### src/rtl/fetch_pkg.sv
// Shared definitions for the instruction prefetch slice.
package fetch_pkg;

  // Default address width and first fetch address after reset.
  localparam int          XLEN     = 32;
  localparam logic [31:0] RESET_PC = 32'h0000_0000;

  // Width of one instruction word returned by memory.
  localparam int          INSTR_W  = 32;

  // One queue entry: the fetch address paired with the word returned for it.
  typedef struct packed {
    logic [XLEN-1:0]    pc;
    logic [INSTR_W-1:0] instr;
  } fetch_entry_t;

endpackage

### src/rtl/fetch_fifo.sv
// Small synchronous FIFO used both as the instruction queue and as the
// in-flight address tracker. DEPTH must be a power of two.
module fetch_fifo #(
  parameter int WIDTH = 64,
  parameter int DEPTH = 4
) (
  input  logic                     clk,
  input  logic                     i_reset,
  input  logic                     i_flush,
  input  logic                     i_push,
  input  logic [WIDTH-1:0]         i_push_data,
  input  logic                     i_pop,
  output logic [WIDTH-1:0]         o_pop_data,
  output logic [$clog2(DEPTH):0]   o_count
);

  localparam int            AW       = $clog2(DEPTH);
  localparam logic [AW:0]   FULL_CNT = (AW+1)'(DEPTH);
  localparam logic [AW:0]   ZERO_CNT = {(AW+1){1'b0}};
  localparam logic [AW:0]   ONE_CNT  = (AW+1)'(1);
  localparam logic [AW-1:0] PTR_ONE  = AW'(1);

  logic [WIDTH-1:0] r_mem [DEPTH];
  logic [AW-1:0]    r_wr_ptr;
  logic [AW-1:0]    r_rd_ptr;
  logic [AW:0]      r_count;
  logic             w_do_push;
  logic             w_do_pop;

  // Pop only when something is stored; push when there is room or a pop
  // frees a slot in the same cycle (so full + push + pop keeps the count).
  assign w_do_pop   = i_pop && (r_count != ZERO_CNT);
  assign w_do_push  = i_push && ((r_count != FULL_CNT) || w_do_pop);
  assign o_pop_data = r_mem[r_rd_ptr];
  assign o_count    = r_count;

  // Entry storage; contents need no reset because the count gates visibility.
  always_ff @(posedge clk) begin
    if (w_do_push && !i_reset && !i_flush) begin
      r_mem[r_wr_ptr] <= i_push_data;
    end
  end

  // Read/write pointers and occupancy; reset and flush both empty the FIFO.
  always_ff @(posedge clk) begin
    if (i_reset || i_flush) begin
      r_wr_ptr <= {AW{1'b0}};
      r_rd_ptr <= {AW{1'b0}};
      r_count  <= ZERO_CNT;
    end else begin
      if (w_do_push) begin
        r_wr_ptr <= r_wr_ptr + PTR_ONE;
      end
      if (w_do_pop) begin
        r_rd_ptr <= r_rd_ptr + PTR_ONE;
      end
      case ({w_do_push, w_do_pop})
        2'b10:   r_count <= r_count + ONE_CNT;
        2'b01:   r_count <= r_count - ONE_CNT;
        default: r_count <= r_count;
      endcase
    end
  end

endmodule

### src/rtl/prefetch_unit_chk.sv
// Protocol and invariant checks for prefetch_unit.
module prefetch_unit_chk #(
  parameter int DEPTH = 4,
  parameter int CW    = 3
) (
  input logic          clk,
  input logic          reset,
  input logic          rsp_valid,
  input logic [CW-1:0] outstanding,
  input logic [CW-1:0] discard_cnt,
  input logic [CW-1:0] q_count
);

  localparam logic [CW:0] LIMIT = (CW+1)'(DEPTH);

  // Memory must not answer when nothing is in flight.
  a_rsp_without_req: assert property (@(posedge clk) disable iff (reset)
    !(rsp_valid && (outstanding == {CW{1'b0}})));

  // Credit rule: in-flight plus queued never exceeds the queue depth.
  a_credit: assert property (@(posedge clk) disable iff (reset)
    (({1'b0, outstanding} + {1'b0, q_count}) <= LIMIT));

  // Only requests that are actually in flight can be marked for discard.
  a_discard_le_outstanding: assert property (@(posedge clk) disable iff (reset)
    (discard_cnt <= outstanding));

endmodule

### src/rtl/prefetch_unit.sv
// Instruction prefetch unit: issues sequential fetches under a credit rule,
// pairs returned words with their addresses and queues them for decode.
// Redirects flush the queue and mark in-flight responses for discard.
module prefetch_unit #(
  parameter int              XLEN     = fetch_pkg::XLEN,
  parameter int              DEPTH    = 4,
  parameter logic [XLEN-1:0] RESET_PC = XLEN'(fetch_pkg::RESET_PC)
) (
  input  logic            clk,
  input  logic            reset,
  output logic            imem_req_valid,
  input  logic            imem_req_ready,
  output logic [XLEN-1:0] imem_req_addr,
  input  logic            imem_rsp_valid,
  input  logic [31:0]     imem_rsp_data,
  input  logic            redirect_valid,
  input  logic [XLEN-1:0] redirect_pc,
  output logic            out_valid,
  input  logic            out_ready,
  output logic [XLEN-1:0] out_pc,
  output logic [31:0]     out_instr,
  output logic [XLEN-1:0] out_pc_plus4
);

  localparam int            INSTR_W    = fetch_pkg::INSTR_W;
  localparam int            ENTRY_W    = XLEN + INSTR_W;
  localparam int            CW         = $clog2(DEPTH) + 1;
  localparam logic [CW-1:0] CNT_ZERO   = {CW{1'b0}};
  localparam logic [CW-1:0] CNT_ONE    = CW'(1);
  localparam logic [CW:0]   CREDIT_LIM = (CW+1)'(DEPTH);
  localparam logic [XLEN-1:0] PC_STEP  = XLEN'(4);

  logic [XLEN-1:0]    r_pc;
  logic [CW-1:0]      r_discard;
  logic [CW-1:0]      w_outstanding;
  logic [CW-1:0]      w_q_count;
  logic [XLEN-1:0]    w_trk_pc;
  logic [ENTRY_W-1:0] w_head;
  logic               w_credit;
  logic               w_accept;
  logic               w_rsp_ok;
  logic               w_q_push;
  logic               w_q_pop;

  // A response with nothing in flight is a protocol error and is ignored.
  assign w_rsp_ok = imem_rsp_valid && (w_outstanding != CNT_ZERO);
  assign w_credit = (({1'b0, w_outstanding} + {1'b0, w_q_count}) < CREDIT_LIM);

  assign imem_req_valid = !reset && !redirect_valid && w_credit;
  assign imem_req_addr  = r_pc;
  assign w_accept       = imem_req_valid && imem_req_ready;

  // Responses are kept only when not marked for discard and no redirect is
  // flushing the queue this cycle.
  assign w_q_push = w_rsp_ok && (r_discard == CNT_ZERO) && !redirect_valid;
  assign w_q_pop  = out_valid && out_ready;

  assign out_valid    = (w_q_count != CNT_ZERO);
  assign out_pc       = w_head[ENTRY_W-1:INSTR_W];
  assign out_instr    = w_head[INSTR_W-1:0];
  assign out_pc_plus4 = out_pc + PC_STEP;

  // In-flight address tracker: its occupancy is the outstanding count and
  // its head is the address of the next response. Redirects do not flush it
  // because those responses still arrive and must be consumed.
  fetch_fifo #(
    .WIDTH (XLEN),
    .DEPTH (DEPTH)
  ) u_tracker (
    .clk         (clk),
    .i_reset     (reset),
    .i_flush     (1'b0),
    .i_push      (w_accept),
    .i_push_data (r_pc),
    .i_pop       (w_rsp_ok),
    .o_pop_data  (w_trk_pc),
    .o_count     (w_outstanding)
  );

  // Instruction queue of {pc, instr}; a redirect empties it after any pop.
  fetch_fifo #(
    .WIDTH (ENTRY_W),
    .DEPTH (DEPTH)
  ) u_queue (
    .clk         (clk),
    .i_reset     (reset),
    .i_flush     (redirect_valid),
    .i_push      (w_q_push),
    .i_push_data ({w_trk_pc, imem_rsp_data}),
    .i_pop       (w_q_pop),
    .o_pop_data  (w_head),
    .o_count     (w_q_count)
  );

  // Fetch PC: reset value, redirect target, or sequential advance on accept.
  always_ff @(posedge clk) begin
    if (reset) begin
      r_pc <= RESET_PC;
    end else if (redirect_valid) begin
      r_pc <= redirect_pc;
    end else if (w_accept) begin
      r_pc <= r_pc + PC_STEP;
    end else begin
      r_pc <= r_pc;
    end
  end

  // Discard count: on redirect every request still in flight after this
  // cycle's response becomes stale (no accept happens during a redirect).
  always_ff @(posedge clk) begin
    if (reset) begin
      r_discard <= CNT_ZERO;
    end else if (redirect_valid) begin
      r_discard <= w_rsp_ok ? (w_outstanding - CNT_ONE) : w_outstanding;
    end else if (w_rsp_ok && (r_discard != CNT_ZERO)) begin
      r_discard <= r_discard - CNT_ONE;
    end else begin
      r_discard <= r_discard;
    end
  end

  prefetch_unit_chk #(
    .DEPTH (DEPTH),
    .CW    (CW)
  ) u_chk (
    .clk         (clk),
    .reset       (reset),
    .rsp_valid   (imem_rsp_valid),
    .outstanding (w_outstanding),
    .discard_cnt (r_discard),
    .q_count     (w_q_count)
  );

endmodule

### config.mk
export PLATFORM = sky130hd
export DESIGN_NAME = prefetch_unit
export DESIGN_NICKNAME = d
export VERILOG_FILES = /design/src/rtl/fetch_pkg.sv /design/src/rtl/fetch_fifo.sv /design/src/rtl/prefetch_unit_chk.sv /design/src/rtl/prefetch_unit.sv
export SDC_FILE = /design/constraint.sdc
export NUM_CORES = 1
export LEC_CHECK = 0
export CAP_MARGIN = 20
export CELL_PAD_IN_SITES_DETAIL_PLACEMENT = 1
export CELL_PAD_IN_SITES_GLOBAL_PLACEMENT = 1
export CORE_MARGIN = 2
export CORE_UTILIZATION = 49
export DETAILED_ROUTE_END_ITERATION = 12
export DONT_BUFFER_PORTS = 1
export HOLD_SLACK_MARGIN = 0.12
export PLACE_DENSITY_LB_ADDON = 0.1
export SYNTH_ARGS = -nofsm -noshare
export SYNTH_HDL_FRONTEND = slang
export SYNTH_SLANG_ARGS = --single-unit
export TNS_END_PERCENT = 30
### constraint.sdc
create_clock -name clk -period 3.4 [get_ports clk]
set_clock_uncertainty 0.15 [all_clocks]
set_input_delay 0.34 -clock clk [delete_from_list [all_inputs] [get_ports clk]]
set_output_delay 0.34 -clock clk [all_outputs]
set_load 0.005 [all_outputs]
After elaboration in Yosys (flattened, before gate mapping) --
Memory sizes are Yosys's and may differ from the RTL's. A register that Yosys moved wholly into a read port is not among the register bits. Cells that the tools add are included.
Storage, ports and cells: register bits after elaboration 49, output and inout port bits 130, memories kept 2, input bits 70, bits in writable memories 384
Cells by class: $lt $le $gt $ge 1, add/sub/neg operators 12, equal/unequal tests 6, multiplexer cells 15, reductions and logical operators 28
Memories:
- u_queue.r_mem | words 4, width 64, read ports 1, clocked after Yosys merged registers in 1, wr ports 1, line fetch_fifo.sv:23 | logic [WIDTH-1:0] r_mem [DEPTH];
- u_tracker.r_mem | words 4, width 32, read ports 1, clocked after Yosys merged registers in 1, wr ports 1, line fetch_fifo.sv:23
Operators with widths (count):
- adder 32 x 3 -> 32 bit, second input constant | 2
- two-way mux 32 bit | 2
- logical AND 1 bit | 15
- case mux 3 bit (2 select lines) | 2
- two-way mux 3 bit | 3
- nonzero test 3 bit | 3
- subtractor 3 x 1 -> 3 bit, second input constant | 3
- adder 2 x 1 -> 2 bit, second input constant | 4
- two-way mux 2 bit | 4
- nonzero test 2 bit | 4
- adder 3 x 1 -> 3 bit, second input constant | 2
- != test 3 bit, second input constant | 2
- adder 3 x 3 -> 4 bit | 1
- == test 2 x 1 -> 1 bit, second input constant | 2
- == test 2 bit, second input constant | 2
- < comparator 4 x 3 -> 1 bit, second input constant | 1
- two-way mux 1 bit | 4
- zero test 3 bit | 1
- logical OR 1 bit | 3
- zero test 1 bit | 2

Depth between registers and ports, before layout --
depth in word-level cells 9, gate-level depth with buffers 11, mapped depth without buffers 11

Cells and area by module --
Synthesis repeated with hierarchy kept, for this count alone.
Second synthesis, totals: cell total of the unflattened synthesis 991, area, all modules 17718.2 µm²
Modules (own cells, without submodules):
- fetch_fifo at u_queue | seq. area each 7867.5 µm², cells an instance 390, instances 1, area each 9753.1 µm²
- fetch_fifo at u_tracker | seq. area each 4023.9 µm², cells an instance 223, instances 1, area each 5142.4 µm²
- prefetch_unit | seq. area each 700.7 µm², cells an instance 378, instances 1, area each 2822.7 µm²

Least setup slack after synthesis --
No wires, ideal clock.
kind flip-flop to flip-flop, start register u_tracker.r_count[0], in the netlist u_tracker.o_count[0], end memory u_queue.r_mem[0][0] (enable), library setup time 0.429 ns, stages on the path, launching flop included 8, required time 2.821 ns, path buffers 1, setup slack -0.292 ns, arrival time 3.113 ns, cell sequence dfxtp_1 inv_1 ha_1 a21oi_1 clkbuf_1 nand2_1 nor2_1 and2_1
On the way: word-level cells in the longest chain between the ends 9
Ends and longest elaborated chain:
- from (decl) | line fetch_fifo.sv:26 | logic [AW:0] r_count;
- from (signal assigned) | line fetch_fifo.sv:58 | 2'b10: r_count <= r_count + ONE_CNT;
- from (signal assigned) | line fetch_fifo.sv:59 | 2'b01: r_count <= r_count - ONE_CNT;
- from (signal assigned) | line fetch_fifo.sv:60 | default: r_count <= r_count;
- nonzero test 3 bit | line prefetch_unit.sv:46 | assign w_rsp_ok = imem_rsp_valid && (w_outstanding != CNT_ZERO);
- logical AND 1 bit | line prefetch_unit.sv:46
- logical AND 1 bit (2 in a row) | line prefetch_unit.sv:55 | assign w_q_push = w_rsp_ok && (r_discard == CNT_ZERO) && !redirect_valid;
- logical AND 1 bit | line fetch_fifo.sv:33 | assign w_do_push = i_push && ((r_count != FULL_CNT) || w_do_pop);
- logical AND 1 bit (2 in a row) | line fetch_fifo.sv:39 | if (w_do_push && !i_reset && !i_flush) begin
- two-way mux 1 bit | line fetch_fifo.sv:39
- two-way mux 1 bit (implied by the code) | line fetch_fifo.sv:40 | r_mem[r_wr_ptr] <= i_push_data;
- to (decl) | line fetch_fifo.sv:23
Every way passes these cells.

==> metrics <==
clock period minus worst slack=3.29 ns; number of global-route vias before repair=approximately 10000; vias=just over 9000; setup slack after layout=between 0.1 and 0.15 ns; largest net degree at the start of global routing=65; hold violation count in the final report=0; Startpoint Class=flip-flop; Peak supply drop=approximately 0.00043 V; DR vias/cell=between 5 and 6; hpwl dp=roughly 24000 um; Area Growth Syn to Fin=18.4%; slew margin rel.=43.1%; Post-Syn Area=~17000 sq um; Core Region=35300 sq um; Netlist cell types=56; design area=between 20000 and 25000 sq um; first-pass GRT wire length=59000 um; static leakage=approximately 6.6 nW; CTS buffer count=45; Die W=around 190 um; wire per inst=about 24 um; CP Capture Type=output port; crit path DAT=approximately 2.8 ns; drt pass-1 iters=6; DIE AREA=approximately 37000 sq um; initial antenna violation count=0; First DRT Iteration DRCs=around 430; CTS Buffer Depth=3; ratio of cells with drive above 1 in the final layout=around a fifth; Slew @ Worst Pin=around 0.85 ns; Worst-path clk slew=0.06 ns; global route overflow=0; wire length on met1=~16000 um; CP Class=flip-flop to output port; synth warn=0; worst slack, placed=about 0.29 ns; highest routed layer=met4; post-route clock period utilization=a little over nine tenths; row cnt=between 60 and 70; Post-Route Utilization=between 50% and 60%; Async SR Flop Fraction=0%; status=finished clean; routability cong.=0.841; Syn Area/Cell=~18 sq um; CTS tree=built; pwr/cell area=between 600 and 700 nW/um^2; maxcap violations=0; Total Wirelength=~39000 um; Worst Path Required=~2.9 ns; H-Tree Depth=2; number of antenna diodes=0; placed inst area=18100 sq um; I/O pin total=200; Final Setup Violations=0; Final Max Tran Viols=0; Fmax achieved=~300 MHz; number of synthesized flops with an enable pin=approximately 380; gr usage total=between 20% and 30%; WL met2=around 19000 um; Crit Path Max Fanout=11; syn nets=roughly 1000; Worst Hold Class=input port to flip-flop; Seq/Total Area, Yosys=72.2%; number of port buffers=0; CTS Root Cell=clkbuf_16; Initial Util=about half; # DRC=0; Gate Count Post-Synth=954; post-route ant nets=0; met3 wire length=between 2000 and 2500 um; ys flop type=edfxtp_1; clock insertion delay at the later pin of the skew report=0.54 ns; fin nets=~1200; Sink Count=between 400 and 500; DIE HEIGHT=between 150 and 200 um; synthesis-stage register bit count=roughly 440
[layout by cell type (no fill, tap or decap), types with 5 or more instances in the layout]
| master | count |
|---|---|
| edfxtp_1 | 384 |
| dlygate4sd3_1 | 90 |
| mux4_2 | 85 |
| nor2_1 | 56 |
| nand2_1 | 51 |
| dfxtp_1 | 50 |
| clkbuf_16 | 47 |
| a21oi_1 | 29 |
| xnor2_1 | 26 |
| xor2_1 | 23 |
| inv_1 | 20 |
| nand3_1 | 19 |
| ha_1 | 19 |
| buf_4 | 17 |
| o21ai_0 | 13 |
| buf_12 | 12 |
| mux4_1 | 11 |
| clkbuf_1 | 11 |
| and2_1 | 10 |
| a31oi_1 | 10 |
| and3_1 | 9 |
| nor3_1 | 8 |
| mux2i_1 | 8 |
| nand4_1 | 8 |
| bufinv_16 | 7 |
| a211oi_1 | 6 |
| clkinv_1 | 6 |
| clkinv_2 | 6 |
| and4_1 | 5 |
[state kept, by name, indices dropped and copies added, names as in the netlist, named ones only]
signal              count
u_queue.r_mem         256
u_tracker.r_mem       128
imem_req_addr          32
r_discard               3
u_queue.o_count         3
u_tracker.o_count       3
u_queue.r_rd_ptr        2
u_queue.r_wr_ptr        2
u_tracker.r_rd_ptr      2
u_tracker.r_wr_ptr      2
[final timing paths]
kind | from | end | slack [ns] | cells after the start
max | flip-flop | out_pc_plus4[26] | 0.11 | 8
min | reset | imem_req_addr[20]$_SDFFE_PP0P_ | 0.16 | 5
max reg2reg | imem_req_addr[5]$_SDFFE_PP0P_ | imem_req_addr[28]$_SDFFE_PP0P_ | 0.22 | 7
min reg2reg | u_queue.r_rd_ptr[1]$_SDFFE_PP0P_ | flip-flop | 0.40 | 2
[cell families after synthesis]
kind of cell / synth area share (%)
xor gates and xnor gates: 2.46
muxes: 13.4
adders and majority gates: 1.48
DFF: 72.2
and+or+nand+nor: 5.90
AOI/OAI and AO/OA: 2.81
buffers and inverters: 1.72
[worst max-delay path, stage by stage, from the launching register on]
cell and delay (ns):
dfxtp_4 0.37, buf_12 0.11, buf_8 0.17, mux4_2 0.64, and4_1 0.27, and3_2 0.26
nand3_1 0.17, nor3_2 0.07, xor2_1 0.21
[synthesized netlist by cell type (4+ instances only)]
master	number	area (sq um)
mux4_2	82	1850
nand2_1	52	195
nand3_1	21	105
clkbuf_1	21	78.8
buf_2	4	20.0
xnor2_1	26	228
and3_1	10	62.6
a21oi_1	29	145
mux4_1	14	368
buf_4	6	45.0
a211oi_1	6	45.0
and2_1	14	87.6
edfxtp_1	384	11500
ha_1	19	238
mux2i_1	8	80.1
xor2_1	23	201
a41oi_1	4	35.0
nor2_1	56	210
a31oi_1	10	62.6
buf_1	8	30.0
o21ai_0	13	65.1
nand4_1	8	50.1
mux2_2	4	45.0
inv_1	20	75.1
and4_1	5	43.8
dfxtp_1	53	1060
nor3_1	9	45.0
or3_1	4	25.0
[report_power, final]
| group | internal [mW] | total (mW) | switching [mW] |
|---|---|---|---|
| Sequential | 6.12 | 6.24 | 0.125 |
| Clock | 3.05 | 4.99 | 1.94 |
| Combinational | 0.553 | 1.25 | 0.694 |
[area by class of cell]
type	count	area [sq um]
fill	3097	14700
sequential	437	12600
multi-input combinational	455	4580
timing repair buffer	121	1300
clock buffer	58	1220
tap	461	577
clock inverter	23	294
inverter	20	75.1
[timing repair]
item	4_1_cts	5_1_grt
hold buffers	91	1
hold endpoints to repair	181	1
endpoints found under the setup margin	18	11
buffers inserted	4	0
resized for setup	7	7
pin swaps	1	1
[through the flow]
stage,power (mW),instances,hold slack [ns],TNS [ns]
3_3_place_gp,7.39,1398,0.265,0
6_report,12.5,1575,0.162,0
2_1_floorplan,7.13,954,0.289,-37.34
5_1_grt,12.9,1575,0.189,-0.0431
4_1_cts,12.6,1574,0.145,0
3_5_place_dp,7.46,1398,0.267,0
[routing by layer]
layer / GRT usage (%) / vias up
met2: 36.2 / 294
met1: 27.5 / 4751
met3: 4.24 / 58
li1: - / 4043
met4: 5.90 / 0
met5: 0 / -
Power figures use the tool's default switching activity.
==> variant (same flow settings) <==
Change the package constant `XLEN` from 32 to 64.
--- a/src/rtl/fetch_pkg.sv
+++ b/src/rtl/fetch_pkg.sv
@@ -2,7 +2,7 @@
 package fetch_pkg;
 
   // Default address width and first fetch address after reset.
-  localparam int          XLEN     = 32;
+  localparam int          XLEN     = 64;
   localparam logic [31:0] RESET_PC = 32'h0000_0000;
 
   // Width of one instruction word returned by memory.
Ports: changed (resized imem_req_addr, out_pc, out_pc_plus4 and redirect_pc); port bits go from 200 to 328. The function was not compared with the original's and may differ.
==> variant against the unedited design <==
The run now ends with setup timing left. Wire length increased by 100%. Final area increased by 73%. Clock power increased by 66%. Sequential cell count increased by 288. Power increased by 68%. Worst setup slack got worse by 0.32 ns. Utilization increased by 1.0 points. Area after synthesis increased by 69%. Maximum frequency decreased by 8.8%. Sequential power increased by 67%. Non-clock buffer count increased by 132. Highest routed layer unchanged.
==> variant: results (changes against the unedited design) <==
Status
  – Run status: complete, but fails checks (was finished, final reports clean)
  – Failing checks: setup timing

Clock tree
  – Number of buffers created by CTS: 77 (was 45)
  – Post-cts repair resize count: 56 (was 7)
  – Number of post-CTS setup repair buffers: 19 (was 4)
  – Clock insertion delay at the later pin of the skew report: 0.62 ns (was 0.54 ns)
  – H-Tree Depth: 3 (was 2)

Yosys
  – Leading cell types by count after synthesis: 640 x sky130_fd_sc_hd__edfxtp_1, 152 x sky130_fd_sc_hd__mux4_2, 89 x sky130_fd_sc_hd__nand2_1, 86 x sky130_fd_sc_hd__nor2_1, 85 x sky130_fd_sc_hd__dfxtp_1 (was 384 x sky130_fd_sc_hd__edfxtp_1, 82 x sky130_fd_sc_hd__mux4_2, 56 x sky130_fd_sc_hd__nor2_1, 53 x sky130_fd_sc_hd__dfxtp_1, 52 x sky130_fd_sc_hd__nand2_1)
  – XOR/XNOR share of the synthesized area: 2.73% (was 2.46%)
  – Fraction of the yosys area taken by sequential cells: 70.8% (was 72.2%)
  – Synth top area cells: sky130_fd_sc_hd__edfxtp_1 65%, sky130_fd_sc_hd__mux4_2 12%, sky130_fd_sc_hd__dfxtp_1 5.8% (was sky130_fd_sc_hd__edfxtp_1 66%, sky130_fd_sc_hd__mux4_2 11%, sky130_fd_sc_hd__dfxtp_1 6.1%)
  – Proportion of synthesized area in mux cells: 12.8% (was 13.4%)
  – Number of cells produced by synthesis: 1693 (was 954)
  – Count of flip-flops with a built-in enable after synthesis: 640 (was 384)
  – Synth Net Count: 1814 (was 1044)
  – Post-synthesis compound-gate area fraction: 3.16% (was 2.81%)

Route
  – Detailed Route Iter0 Violations: 1174 (was 434)
  – Post-detailed-route wirelength per cell: 27.9 um (was 24.4 um)
  – Total vias in the final route: 16900 (was 9146)

Power and ir drop
  – Leakage component of the power: 11.6 nW (was 6.63 nW)
  – Maximum resistive drop on vdd: 371 uV (was 431 uV)
  – Psw: 4.90 mW (was 2.76 mW)

Min path
  – HP Start: redirect_valid (was reset)
  – Worst hold path cell count: 4 (was 5)

Placement
  – Post-DP HPWL: 51600 um (was 24300 um)
  – Area after DPL: 31400 um2 (was 18100 um2)
  – Cells after DPL: 2522 (was 1398)

Timing
  – Final setup viols: 38 (was 0)
  – Worst hold slack across all endpoints: 0.163 ns (was 0.162 ns)
  – Total Neg Setup Slack: -4.62 ns (was 0 ns)
  – PnR worst setup slack: -0.210 ns (was 0.107 ns)

Worst setup path
  – Largest fanout on the critical path: 8 (was 11)
  – Launch point of the worst reg-to-reg path: imem_req_addr[21] (was imem_req_addr[5])
  – Worst R2R End: imem_req_addr[56] (was imem_req_addr[28])

Cells and area
  – Fraction of final layout cells with drive strength greater than 1: 25.1% (was 18.9%)
  – Flip-flop count of the largest register, all copies and words added: 384 (was 256)
  – Final Net Count: 2072 (was 1170)
[variant: cell count changes after synthesis, sizes merged, moves of 27 or more]
cell,unedited run,this run
edfxtp,384,640
nand3,23,52
nand4,9,46
xnor2,26,54
mux4,96,159
nor3,12,39
nor2,58,86
dfxtp,53,85
nand2,55,89
[variant: final cells by class]
class / instances / area (um2)
Clock inverter: 36 / 379
Inverter: 33 / 124
Tap cell: 782 / 978
Timing Repair Buffer: 253 / 2580
Fill cell: 5280 / 24300
Multi-Input combinational cell: 861 / 8590
Antenna cell: 3 / 7.51
Sequential cell: 725 / 20900
Clock buffer: 101 / 2120
[variant: power groups by stage]
stage          combinational [mW]  sequential [mW]  clock (mW)
2_1_floorplan                1.44             10.5           0
3_5_place_dp                 2.07             10.6           0
5_1_grt                      2.46             10.4        8.79
3_3_place_gp                 1.99             10.6           0
6_report                     2.28             10.4        8.30
4_1_cts                      2.27             10.4        8.48
[variant: worst register-to-register path, delay by kind of cell, from the launching register on]
family	cells	cell delay, ns
AND/OR/NAND/NOR	5	1.53
flip-flops	1	0.54
buffers and inverters	2	0.77
AO/OA/AOI/OAI	1	0.16
[variant: worst max-delay path by stage]
stage | from | depth (start not counted) | end
global route | flop | 8 | out_pc_plus4[56]
floorplan | u_tracker.o_count[2] | 6 | u_tracker.r_mem[3][0]
finish | flop | 10 | out_pc_plus4[45]
CTS | flop | 9 | out_pc_plus4[60]
detailed placement | flop | 8 | out_pc_plus4[62]
global placement | flop | 8 | out_pc_plus4[62]
[variant: per-layer routing]
layer  GRT usage (%)  vias up  routed length [um]
li1                -     7340                   -
met1            34.6     8912               33600
met2            40.3      546               37900
met3            4.77      114                4260
met4            8.49        0                2100
met5               0        -                   0
